### config.mk
export PLATFORM = sky130hd
export DESIGN_NAME = fetch_pc_gen
export DESIGN_NICKNAME = d
export VERILOG_FILES = /design/src/rtl/fetch_pc_gen_pkg.sv /design/src/rtl/fetch_pc_gen_queue.sv /design/src/rtl/fetch_pc_gen.sv
export SDC_FILE = /design/constraint.sdc
export NUM_CORES = 1
export LEC_CHECK = 0
export ABC_AREA = 1
export BUFFER_PORTS_ARGS = -buffer_cell sky130_fd_sc_hd__buf_4
export CELL_PAD_IN_SITES_DETAIL_PLACEMENT = 1
export CELL_PAD_IN_SITES_GLOBAL_PLACEMENT = 1
export CORE_MARGIN = 2
export CORE_UTILIZATION = 25
export DETAILED_ROUTE_END_ITERATION = 12
export GPL_ROUTABILITY_DRIVEN = 0
export PLACE_DENSITY_LB_ADDON = 0.1
export SLEW_MARGIN = 10
export SYNTH_ARGS = -nofsm -noshare
export SYNTH_HDL_FRONTEND = slang
export SYNTH_HIERARCHICAL = 1
export SYNTH_SLANG_ARGS = --single-unit
### constraint.sdc
create_clock -name clk -period 4.3 [get_ports clk]
set_input_delay 0.215 -clock clk [delete_from_list [all_inputs] [get_ports clk]]
set_output_delay 0.215 -clock clk [all_outputs]
set_load 0.05 [all_outputs]
### src/rtl/fetch_pc_gen_pkg.sv
`default_nettype none
// ============================================================================
// Module      : fetch_pc_gen_pkg
// Description : Shared constants, opcode classification and control-flow
//               immediate decode for the instruction-fetch front end.
//               Contents:
//                 c_xlen / c_reset_pc          default datapath width and
//                                              first fetch address
//                 c_opc_branch / c_opc_jal     opcodes recognised by predecode
//                 opc_class_e                  predecode result
//                 f_classify / f_ctrl_imm      predecode helpers
// Revision    : 1.0 - initial release
// ============================================================================
package fetch_pc_gen_pkg;

    localparam int          c_xlen       = 32;
    localparam logic [31:0] c_reset_pc   = 32'h0000_0000;
    localparam logic [6:0]  c_opc_branch = 7'b1100011;
    localparam logic [6:0]  c_opc_jal    = 7'b1101111;

    typedef enum logic [1:0] {
        OPC_CLASS_OTHER  = 2'd0,
        OPC_CLASS_BRANCH = 2'd1,
        OPC_CLASS_JAL    = 2'd2
    } opc_class_e;

    function automatic opc_class_e f_classify(input logic [6:0] opcode);
        opc_class_e cls;
        case (opcode)
            c_opc_branch: cls = OPC_CLASS_BRANCH;
            c_opc_jal:    cls = OPC_CLASS_JAL;
            default:      cls = OPC_CLASS_OTHER;
        endcase
        return cls;
    endfunction

    // Only bits [31:7] carry immediate fields; the opcode is already
    // folded into the class argument.
    function automatic logic [31:0] f_ctrl_imm(input opc_class_e cls,
                                               input logic [31:7] b);
        logic [31:0] imm;
        case (cls)
            OPC_CLASS_BRANCH: imm = {{20{b[31]}}, b[7], b[30:25], b[11:8], 1'b0};
            OPC_CLASS_JAL:    imm = {{12{b[31]}}, b[19:12], b[20], b[30:21], 1'b0};
            default:          imm = 32'd0;
        endcase
        return imm;
    endfunction

endpackage
`default_nettype wire

### src/rtl/fetch_pc_gen_queue.sv
`default_nettype none
// ============================================================================
// Module      : fetch_queue
// Description : Two-entry synchronous FIFO with flush, occupancy count, full
//               and empty flags. The head entry is presented directly from
//               storage flops.
//   clk, rst      clock, synchronous active-high reset
//   i_flush       discard all entries (push in the same cycle is ignored)
//   i_push        write i_push_data (accepted when not full or popping)
//   i_pop         remove head entry (ignored when empty)
//   o_head_data   oldest entry
//   o_count       occupancy 0..2
//   o_full        two entries held
//   o_empty       no entries held
// Revision    : 1.0 - initial release
// ============================================================================
module fetch_queue
    import fetch_pc_gen_pkg::*;
#(
    parameter int WIDTH = 32 + c_xlen + 1
) (
    input  logic             clk,
    input  logic             rst,
    input  logic             i_flush,
    input  logic             i_push,
    input  logic [WIDTH-1:0] i_push_data,
    input  logic             i_pop,
    output logic [WIDTH-1:0] o_head_data,
    output logic [1:0]       o_count,
    output logic             o_full,
    output logic             o_empty
);

    logic [WIDTH-1:0] r_mem [2];
    logic             r_rd_ptr;
    logic             r_wr_ptr;
    logic [1:0]       r_count;

    logic w_do_pop;
    logic w_do_push;

    assign w_do_pop  = i_pop && (r_count != 2'd0);
    // A full queue can still take a push when the head leaves this cycle.
    assign w_do_push = i_push && ((r_count != 2'd2) || w_do_pop);

    always_ff @(posedge clk) begin
        if (rst) begin
            r_mem[0] <= '0;
            r_mem[1] <= '0;
            r_rd_ptr <= 1'b0;
            r_wr_ptr <= 1'b0;
            r_count  <= 2'd0;
        end else if (i_flush) begin
            r_rd_ptr <= 1'b0;
            r_wr_ptr <= 1'b0;
            r_count  <= 2'd0;
        end else begin
            if (w_do_push) begin
                r_mem[r_wr_ptr] <= i_push_data;
                r_wr_ptr        <= ~r_wr_ptr;
            end
            if (w_do_pop) begin
                r_rd_ptr <= ~r_rd_ptr;
            end
            r_count <= r_count + {1'b0, w_do_push} - {1'b0, w_do_pop};
        end
    end

    assign o_head_data = r_mem[r_rd_ptr];
    assign o_count     = r_count;
    assign o_full      = (r_count == 2'd2);
    assign o_empty     = (r_count == 2'd0);

endmodule
`default_nettype wire

### src/rtl/fetch_pc_gen.sv
`default_nettype none
// ============================================================================
// Module      : fetch_pc_gen
// Description : Instruction-fetch front end. Owns the fetch PC, issues
//               instruction-memory requests under a two-slot credit shared
//               by outstanding requests and queued instructions, predecodes
//               returning words for B-type and JAL, consults the branch
//               predictor combinationally, redirects on predicted-taken and
//               flushes on execute-stage redirects.
//   clk, rst                      clock, synchronous active-high reset
//   o_imem_req/addr, i_imem_gnt   fetch request handshake
//   i_imem_rvalid/rdata           in-order instruction responses
//   o_bp_is_branch/branch_pc/
//   o_bp_offset_pc                predictor lookup for the responding word
//   i_bp_prediction/predicted_pc  same-cycle predictor answer
//   i_redirect/redirect_pc        execute-stage redirect (highest priority)
//   o_if_valid/instr/pc/pred_taken, i_id_ready
//                                 instruction stream toward decode
// Revision    : 1.0 - initial release
// ============================================================================
module fetch_pc_gen
    import fetch_pc_gen_pkg::*;
#(
    parameter int           N        = c_xlen,
    parameter logic [N-1:0] RESET_PC = N'(c_reset_pc)
) (
    input  logic         clk,
    input  logic         rst,
    output logic         o_imem_req,
    output logic [N-1:0] o_imem_addr,
    input  logic         i_imem_gnt,
    input  logic         i_imem_rvalid,
    input  logic [31:0]  i_imem_rdata,
    output logic         o_bp_is_branch,
    output logic [N-1:0] o_bp_branch_pc,
    output logic [N-1:0] o_bp_offset_pc,
    input  logic         i_bp_prediction,
    input  logic [N-1:0] i_bp_predicted_pc,
    input  logic         i_redirect,
    input  logic [N-1:0] i_redirect_pc,
    output logic         o_if_valid,
    output logic [31:0]  o_if_instr,
    output logic [N-1:0] o_if_pc,
    output logic         o_if_pred_taken,
    input  logic         i_id_ready
);

    localparam int c_q_w = 32 + N + 1;

    logic [N-1:0] r_pc;
    logic [1:0]   r_dsc;

    // Response-PC FIFO: one entry per outstanding request, so its count is
    // the outstanding-request count.
    logic [N-1:0] w_rpc_head;
    logic [1:0]   w_rpc_count;
    logic         w_rpc_full;
    logic         w_rpc_empty;

    logic [c_q_w-1:0] w_q_head;
    logic [1:0]       w_q_count;
    logic             w_q_full;
    logic             w_q_empty;

    logic         w_resp;
    logic         w_resp_live;
    opc_class_e   w_cls;
    logic [31:0]  w_imm;
    logic         w_pred_redirect;
    logic         w_credit;
    logic         w_fire;
    logic [1:0]   w_osd_after;
    logic         w_q_pop;
    logic         w_q_push;

    // ------------------------------------------------------------------
    // Response side and predecode
    // ------------------------------------------------------------------
    assign w_resp      = i_imem_rvalid && !w_rpc_empty;
    assign w_resp_live = w_resp && (r_dsc == 2'd0);
    assign w_cls       = f_classify(i_imem_rdata[6:0]);
    assign w_imm       = f_ctrl_imm(w_cls, i_imem_rdata[31:7]);

    assign o_bp_is_branch  = !rst && w_resp_live && (w_cls != OPC_CLASS_OTHER);
    assign o_bp_branch_pc  = o_bp_is_branch ? w_rpc_head : '0;
    assign o_bp_offset_pc  = o_bp_is_branch ? (w_rpc_head + N'(signed'(w_imm))) : '0;
    assign w_pred_redirect = o_bp_is_branch && i_bp_prediction;

    // ------------------------------------------------------------------
    // Request side
    // ------------------------------------------------------------------
    assign w_credit    = ({1'b0, w_rpc_count} + {1'b0, w_q_count}) < 3'd2;
    assign o_imem_req  = !rst && w_credit && !i_redirect && !w_pred_redirect;
    assign o_imem_addr = r_pc;
    assign w_fire      = o_imem_req && i_imem_gnt;

    // Both redirect flavours suppress the request, so only the response
    // can change the outstanding count in those cycles.
    assign w_osd_after = w_rpc_count - {1'b0, w_resp};

    // ------------------------------------------------------------------
    // Instruction queue control
    // ------------------------------------------------------------------
    assign w_q_pop  = !w_q_empty && i_id_ready;
    assign w_q_push = w_resp_live && !i_redirect && (!w_q_full || w_q_pop);

    always_ff @(posedge clk) begin
        if (rst) begin
            r_pc  <= RESET_PC;
            r_dsc <= 2'd0;
        end else if (i_redirect) begin
            r_pc  <= i_redirect_pc;
            r_dsc <= w_osd_after;
        end else if (w_pred_redirect) begin
            r_pc  <= i_bp_predicted_pc;
            r_dsc <= w_osd_after;
        end else begin
            if (w_fire) begin
                r_pc <= r_pc + N'(4);
            end
            if (w_resp && (r_dsc != 2'd0)) begin
                r_dsc <= r_dsc - 2'd1;
            end
        end
    end

    fetch_queue #(
        .WIDTH (N)
    ) u_rpc_fifo (
        .clk         (clk),
        .rst         (rst),
        .i_flush     (1'b0),
        .i_push      (w_fire && !w_rpc_full),
        .i_push_data (r_pc),
        .i_pop       (w_resp),
        .o_head_data (w_rpc_head),
        .o_count     (w_rpc_count),
        .o_full      (w_rpc_full),
        .o_empty     (w_rpc_empty)
    );

    fetch_queue #(
        .WIDTH (c_q_w)
    ) u_instr_q (
        .clk         (clk),
        .rst         (rst),
        .i_flush     (i_redirect),
        .i_push      (w_q_push),
        .i_push_data ({i_imem_rdata, w_rpc_head, w_pred_redirect}),
        .i_pop       (w_q_pop),
        .o_head_data (w_q_head),
        .o_count     (w_q_count),
        .o_full      (w_q_full),
        .o_empty     (w_q_empty)
    );

    assign o_if_valid                               = !w_q_empty;
    assign {o_if_instr, o_if_pc, o_if_pred_taken}   = w_q_head;

endmodule
`default_nettype wire
After elaboration in Yosys (flattened, before gate mapping)
Memories as Yosys holds them, arrays and structs flattened. A register that Yosys moved wholly into a read port is not among the register bits.
Cells that the tools add are included.
- reductions and logical operators: 40
- mux-type cells: 29
- equal/unequal tests: 8
- magnitude comparators: 1
- bitwise gates (word level): 4
- $add $sub $neg: 9
- operator list (kind ; number):
    $mux W32 ; 6
    $mux W65 ; 1
    $reduce_or A65 Y1 ; 1
    $pmux W32 S2 ; 1
    $add A32 B3 Y32 const B ; 1
    $add A32 B32 Y32 ; 1
    $reduce_or A32 Y1 ; 1
    $logic_and A1 B1 Y1 ; 18
    $mux W1 ; 17
    $eq A7 B7 Y1 const B ; 2
    $reduce_bool A2 Y1 ; 4
    $logic_not A1 Y1 ; 7
    $eq A2 B2 Y1 const B ; 3
    $logic_not A2 Y1 ; 3
    $mux W2 ; 3
    $reduce_bool A3 Y1 ; 2
    $sub A2 B1 Y2 ; 3
    $add A2 B1 Y2 ; 2
    $ne A2 B2 Y1 const B ; 2
    $not A1 Y1 ; 4
    $pmux W2 S2 ; 1
    $add A2 B2 Y3 ; 1
    $logic_or A1 B1 Y1 ; 3
    $lt A3 B2 Y1 const B ; 1
    3 further kinds ; 3
- bits of input ports: 103
- flip-flop bits (word level): 42
- logic and storage cells: 101
- RAM bits: 194
- memories kept: 2
- memories (memory ; words ; bits a word ; read ports ; clocked after Yosys merged registers in ; wr ports ; line ; text):
    u_instr_q.r_mem ; 2 ; 65 ; 1 ; 1 ; 2 ; fetch_pc_gen_queue.sv:34 ; logic [WIDTH-1:0] r_mem [2];
    u_rpc_fifo.r_mem ; 2 ; 32 ; 1 ; 1 ; 2 ; fetch_pc_gen_queue.sv:34 ;

Logic depth before layout (Yosys ltp)
Gate-level depths: netlist of the first run.
- word-level depth: 17
- depth in mapped cells: 25
- depth with buffers taken out: 24

Cells and area by module
Netlist of the first run, hierarchy kept.
- by module, submodules not included (module ; cells each ; area an instance (um2) ; times used):
    fetch_queue at u_instr_q ; 453 ; 5795.6 ; 1
    fetch_pc_gen ; 988 ; 5343.9 ; 1
    fetch_queue at u_rpc_fifo ; 248 ; 3251.9 ; 1

Least setup slack after synthesis of the first run
OpenSTA, ideal clock, no wires.
- path kind: input to output
- start point: input port i_imem_rdata[6]
- end point: output port o_bp_offset_pc[21]
- setup slack: 0.570 ns
- arrival time: 3.515 ns
- required time: 4.085 ns
- stages on the path: 21
- cells stage by stage: nand2_1 -> nor2_1 -> inv_1 -> nor4_1 -> inv_1 -> ha_1 -> inv_1 -> buf_2 -> o21ai_0 -> nor2_1 -> ha_1 -> nand2_1 -> inv_1 -> nand3_1 -> o21ai_0 -> nand2_1 -> nand2_1 -> nand3_1 -> nand3_1 -> nand2_1 -> nor2_1
- word-level cells in the longest chain between the ends: 6
- ends and longest elaborated chain (what ; line ; text):
    start, declared ; fetch_pc_gen.sv:33 ; input logic [31:0] i_imem_rdata,
    $eq A7 B7 Y1 ; fetch_pc_gen_pkg.sv:29 ; case (opcode)
    $pmux W2 S2 (*) ; fetch_pc_gen_pkg.sv:29 ;
    $eq A2 B2 Y1 or $eq A2 B1 Y1 (tied branches) ; fetch_pc_gen_pkg.sv:42 ; case (cls)
    $pmux W32 S2 ; fetch_pc_gen_pkg.sv:42 ;
    $add A32 B32 Y32 ; fetch_pc_gen.sv:86 ; assign o_bp_offset_pc = o_bp_is_branch ? (w_rpc_head + N'(signed'(w_imm))) : '0;
    $mux W32 (*) ; fetch_pc_gen.sv:86 ;
    end, declared ; fetch_pc_gen.sv:36 ; output logic [N-1:0] o_bp_offset_pc,
Mark *: on every way between the ends. The rest lies on a longest branch, timed or not.

==> out/metrics.yaml, run 1 <==
crit_top_cell: "nor2_1"
dieWidth_um: 244
gr-total-overflow: 0
synth-edff-count: 194
die-area_sq_um: 59500
vias: 12300
grt_util_met1_pct: 22.4
critical_path_class: "flip-flop to output pin"
drc: 0
async_flop_share_pct: 0
dpl_worst_slack_ns: 0.151
final_cells: 2770
worstSetupEndpointType: "output pin"
start_kind: "flip-flop"
wl_per_cell_um: 18.4
tritoncts: "built"
drt-total-wl_mm: 50.9
rr_worst_depth: 9
worstSkewPairLatency_ns: 0.55
worstHoldStart: "i_redirect_pc[21]"
fin_nets: 2125
dr.pass1.iters: 5
fin_crit_sh_pct: 91.9
hold_depth: 4
antennaDiodeCount: 0
grt_max_degree: 67
yosysTopAreaCellShare_pct: 40.5
syn2layout_area_growth_pct: 28.2
port_buffers: 266
cts_buffers: 29
fill_cells: 6694
peakVddDrop_mv: 0.271
setup_tns_ns: 0
yosysSeqAreaShare_pct: 46.6
slew_violations: 0
max_slew_margin_pct: 30.4
grt_pass1_vias: 12900
multi_input_area_sq_um: 6300
final_core_util_pct: 32.6
r2r-start: "u_rpc_fifo/o_count[1]"
grt_use_total_pct: 16.8
crit_path_top_delay_cell: "mux2_2"
dr.first_iter.drc_count: 469
synth_warnings: 6
cp.required_ns: 4.09
via_per_inst: 4.45
r2r-end: "o_imem_addr[10]"
initial_core_util_pct: 25.4
critPathMaxFanout: 19
syn-num-nets: 1821
hold_violations: 0
worst_slack_ns: 0.348
tightest_slew_ns: 1.04
fin_worst_skew_ns: 0.0134
cts.clk_slew.worst_paths_ns: 0.06
cts_sinks: 238
gr-max-usage-layer: "met2"
max_stage_delay_ns: 0.46
cp_cell_sequence: "buf_4, buf_6, mux2_2, ha_1, a21oi_1, inv_1, nor2_1, nand3_1, nand2_1, nand2_1, a21oi_1, nor2_1, nor2_1, buf_4"
hold_end: "o_imem_addr[21]"
io_pins: 267
die_h_um: 244
yosys.area.top_type: "edfxtp_1"
grt_use_met3_pct: 2.52
drive_gt1_share_pct: 25.0
synth_cell_type_count: 52
fin_crit_ns: 3.95
ys_seq_elements: 238
avgSynthCellArea_sq_um: 8.52
leakagePower_nw: 7.91
fmax_mhz: 253
dp_hpwl_mm: 37.9
status: "complete, no violations"
rows: 87
rrSetupSlack_ns: 1.21
ctsHtreeMaxLevel: 1
ys_top_cells_by_area: "edfxtp_1 40%, nor2_1 8.7%, nand2_1 7.3%, mux2_2 6.7%, inv_1 6.3%"
grt_use_met2_pct: 29.0
regArea_sq_um: 6710
coreArea_sq_um: 56600
hold_path_class: "input pin to flip-flop"
setup_viol: 0
critPathArrivalTime_ns: 3.74
dp.cells: 2669
cts_root_buffer: "clkbuf_16"
synthesis.area_sq_um: 14400
power_density_nw_per_um2: 305
antenna_found_initial: 0
syn_inst: 1689
final_antenna_net_count: 0
grt_pass1_wl_mm: 77.4
clockBufferDepth: 3
synthFlopType: "edfxtp_1"
cts_setup_buffers: 0
maxCapViolations: 0
==> how the worst max path moves through the flow <==
stage	startpoint	to	slack [ns]
after global routing	i_imem_rdata[6]	o_bp_offset_pc[24]	-0.04
after CTS	i_imem_rdata[5]	o_bp_offset_pc[21]	0.13
final	flip-flop	o_bp_offset_pc[24]	0.35
after floorplan	i_imem_rdata[6]	o_bp_offset_pc[21]	0.57
after global placement	i_imem_rdata[6]	o_bp_offset_pc[21]	0.18
after detailed placement	i_imem_rdata[5]	o_bp_offset_pc[21]	0.15
==> layout by cell type, fill, tap and decap left out, types with 12 or more instances in the layout <==
| cell type | instances |
|---|---|
| nand3_1 | 65 |
| inv_1 | 243 |
| edfxtp_1 | 194 |
| mux2_2 | 85 |
| a21oi_1 | 83 |
| nand2_2 | 15 |
| buf_4 | 291 |
| nor2_2 | 21 |
| xor2_1 | 18 |
| nor2_4 | 19 |
| mux2_1 | 12 |
| o21ai_0 | 72 |
| nand2_1 | 279 |
| dfxtp_1 | 43 |
| dlygate4sd3_1 | 49 |
| clkbuf_16 | 29 |
| nor2_1 | 332 |
| ha_1 | 27 |
==> synth_stat cells, drive strengths merged, types with 7 or more instances <==
cell type,number
a21oi,83
a31oi,7
a41oi,8
buf,49
clkbuf,19
dfxtp,44
edfxtp,194
ha,27
inv,249
mux2,97
nand2,302
nand3,68
nand4,13
nor2,375
nor3,12
o21ai,77
xnor2,8
xor2,19
==> state kept, by name, indices dropped and copies added (netlist names), named ones only <==
signal,count
u_rpc_fifo/r_mem,64
u_instr_q/o_count,2
u_instr_q/r_rd_ptr,1
r_dsc,2
u_rpc_fifo/r_wr_ptr,1
u_rpc_fifo/o_count,2
u_instr_q/r_wr_ptr,1
o_imem_addr,32
u_instr_q/r_mem,130
u_rpc_fifo/r_rd_ptr,1
==> per-layer routing <==
metal / vias to the layer above / wire (um)
li1: 6080 / -
met1: 5966 / 23700
met2: 239 / 24400
met3: 38 / 1980
met4: 0 / 769
met5: - / 0
==> where the power goes <==
group          total, mW  switching, mW  internal (mW)  leakage [nW]
Clock               2.24          0.956           1.28         0.419
Sequential          2.65         0.0703           2.57          2.37
Combinational      0.732          0.481          0.251          5.12
==> cell families after synthesis <==
group,Yosys count,synth area share [%]
other,1,0.0261
xor gates and xnor gates,27,1.70
DFF,238,46.6
buffers and inverters,318,9.75
AOI/OAI and AO/OA,190,7.14
and+or+nand+nor,789,24.6
muxes,97,7.59
adders and majority gates,29,2.63
==> cell type report <==
cell class	instances	area share, %
Multi-Input combinational cell	1133	34.2
Sequential cell	238	36.4
Inverter	250	5.11
Clock inverter	19	0.638
Timing Repair Buffer	341	14.6
Tap cell	756	5.13
Clock buffer	33	4.02
==> metrics by stage <==
step	hold WS, ns	power, mW	instance area [sq um]
detailed placement	0.467	3.40	17100
floorplan	0.290	3.10	14400
global placement	0.459	3.40	17100
finish	0.0301	5.62	18400
global route	0.0210	5.86	18400
CTS	0.000304	5.71	18400
==> what timing repair did <==
item	CTS	global route
resized for setup	0	3
endpoints found under the hold margin	55	0
setup endpoints to repair	0	5
hold buffers	49	0
==> worst max-delay path, delay by kind of cell (launching register included) <==
| kind | cells | cell delay [ns] |
|---|---|---|
| buffers and inverters | 4 | 0.77 |
| AOI/OAI and AO/OA | 2 | 0.47 |
| DFF | 1 | 0.30 |
| and+or+nand+nor | 6 | 0.76 |
| muxes | 1 | 0.46 |
| adders and majority gates | 1 | 0.39 |
(Power assumes the default switching activity.)
==> inputs of run 2 (changes only) <==
CELL_PAD_IN_SITES_DETAIL_PLACEMENT = 2   (was 1)
CELL_PAD_IN_SITES_GLOBAL_PLACEMENT = 2   (was 1)
==> run 2 against run 1 <==
Combinational power up 3.0%. Maximum frequency down 0.25%. Total power grew 7.7%. Non-clock buffer count is 15 higher. Worst hold slack got worse by 0.0084 ns. Via count up 2.4%. First-iteration DRC count increased by 2.8%. Sequential power barely moved. Wire length grew 6.9%. Worst setup slack got worse by 0.010 ns.
==> out/metrics.yaml, run 2 (synthesis gave the netlist of run 1 again) <==
io_pins: 267
clockBufferDepth: 3
power_density_nw_per_um2: 322
maxCapViolations: 0
dp_hpwl_mm: 40.5
placed_cell_area_sq_um: 17100
max_slew_margin_pct: 41.6
p_comb_share_pct: 12.5
largest_register: "u_instr_q/r_mem"
grt_pass1_vias: 13900
dieWidth_um: 244
setup_viol: 0
die-area_sq_um: 59500
design_area_sq_um: 18800
grt_use_total_pct: 18.2
fin_crit_sh_pct: 92.1
vias: 12600
drc: 0
p_sw_mw: 1.57
slew_violations: 0
hold_violations: 0
die_h_um: 244
drt-total-wl_mm: 54.4
tightest_slew_ns: 0.876
tritoncts: "built"
antennaDiodeCount: 0
dr.pass1.iters: 4
worstSkewPairLatency_ns: 0.56
critPathArrivalTime_ns: 3.75
cp.required_ns: 4.09
largest_reg_flops: 130
wl_per_cell_um: 19.5
initial_core_util_pct: 25.4
hold_path_class: "input pin to flip-flop"
final_core_util_pct: 33.2
start_kind: "flip-flop"
peakVddDrop_mv: 0.259
swShare_pct: 25.9
setup_tns_ns: 0
coreArea_sq_um: 56600
final_antenna_net_count: 0
fin_worst_skew_ns: 0.0173
critical_path_class: "flip-flop to output pin"
cts.clk_slew.worst_paths_ns: 0.06
p_total_mw: 6.05
final_common_cell: "nor2_1"
cts_sinks: 238
grt_pass1_wl_mm: 84.3
status: "complete, no violations"
gr-total-overflow: 0
syn2layout_area_growth_pct: 30.8
drive_gt1_share_pct: 25.7
fmax_mhz: 252
critPathMaxFanout: 23
final_cell_mix: "332 x nor2_1, 292 x buf_4, 279 x nand2_1, 243 x inv_1, 194 x edfxtp_1"
via_per_inst: 4.52
grt_max_degree: 67
cts_root_buffer: "clkbuf_16"
fin_nets: 2141
worstSetupEndpointType: "output pin"
intPower_mw: 4.48
rows: 87
cts_buffers: 30
dr.first_iter.drc_count: 482
antenna_found_initial: 0
leakagePower_nw: 8.07
port_buffers: 266
ctsHtreeMaxLevel: 1
fin_crit_ns: 3.96
sequentialPowerShare_pct: 43.7
pwr-share-clk_pct: 43.8
## run 2: cell types whose count changed in the layout (fill, tap and decap cells not counted), moves of 2 or more
cell and delta:
a21oi_1 -2, a21oi_2 +2, bufinv_16 +2, clkbuf_1 +2
clkbuf_16 +2, clkbuf_8 +9, clkinv_1 -8, clkinv_2 -2
dlygate4sd3_1 +13
## run 2: final cells by class
class / count / area (sq um)
clock buffer: 46 / 922
timing repair buffer: 356 / 2840
tap: 756 / 946
multi-input combinational: 1133 / 6320
clock inverter: 10 / 129
sequential: 238 / 6710
inverter: 250 / 942
fill: 6393 / 37800
## run 2: routing by layer
metal	GRT usage [%]	vias to the layer above	part of all wire, %
li1	-	6113	-
met2	31.8	209	49
met3	2.91	50	3.7
met1	23.7	6245	45
met5	0	-	0
met4	3.48	0	1.7
## run 2: worst max-delay path, cell delays in order (launching register included)
cell and delay (ns):
dfxtp_2 0.48, buf_6 0.29, mux2_2 0.47, ha_1 0.40, a21oi_1 0.24, inv_1 0.06
nor2_1 0.10, nand3_1 0.13, nand2_1 0.15, nand2_1 0.11, a21oi_1 0.21, nor2_1 0.06
nor2_1 0.23, buf_4 0.25
## run 2: path summary, 6_finish.rpt
check,depth (start not counted),slack (ns),start,end
hold reg to reg,2,0.51,r_dsc[1],r_dsc[1]
setup / recovery,13,0.34,flip-flop,o_bp_offset_pc[24]
hold / removal,3,0.02,i_imem_rdata[24],u_instr_q/r_mem[1][57]
setup reg to reg,9,1.13,u_rpc_fifo/o_count[0],u_rpc_fifo/r_mem[1][18]
## run 2: through the flow
stage / hold WS [ns] / instances / worst slack, ns
6_report: 0.0217 / 2789 / 0.338
5_1_grt: 0.0320 / 2789 / -0.0163
4_1_cts: 0.000210 / 2789 / 0.0444
3_5_place_dp: 0.465 / 2671 / 0.178
3_3_place_gp: 0.459 / 2671 / 0.287
2_1_floorplan: 0.290 / 1689 / 0.570
## run 2: power groups by stage
| stage | combinational, mW | clock, mW | sequential [mW] |
|---|---|---|---|
| after floorplan | 0.357 | 0 | 2.75 |
| after global placement | 0.708 | 0 | 2.69 |
| after detailed placement | 0.716 | 0 | 2.70 |
| after CTS | 0.766 | 2.73 | 2.65 |
| after global routing | 0.822 | 2.82 | 2.66 |
| final | 0.754 | 2.65 | 2.65 |
## run 2: what timing repair did
item                       in CTS  in global routing
hold endpoints to repair       72                  0
buffers inserted                0                  0
hold buffers                   62                  0
setup endpoints to repair       4                 14
resized for setup               1                  8
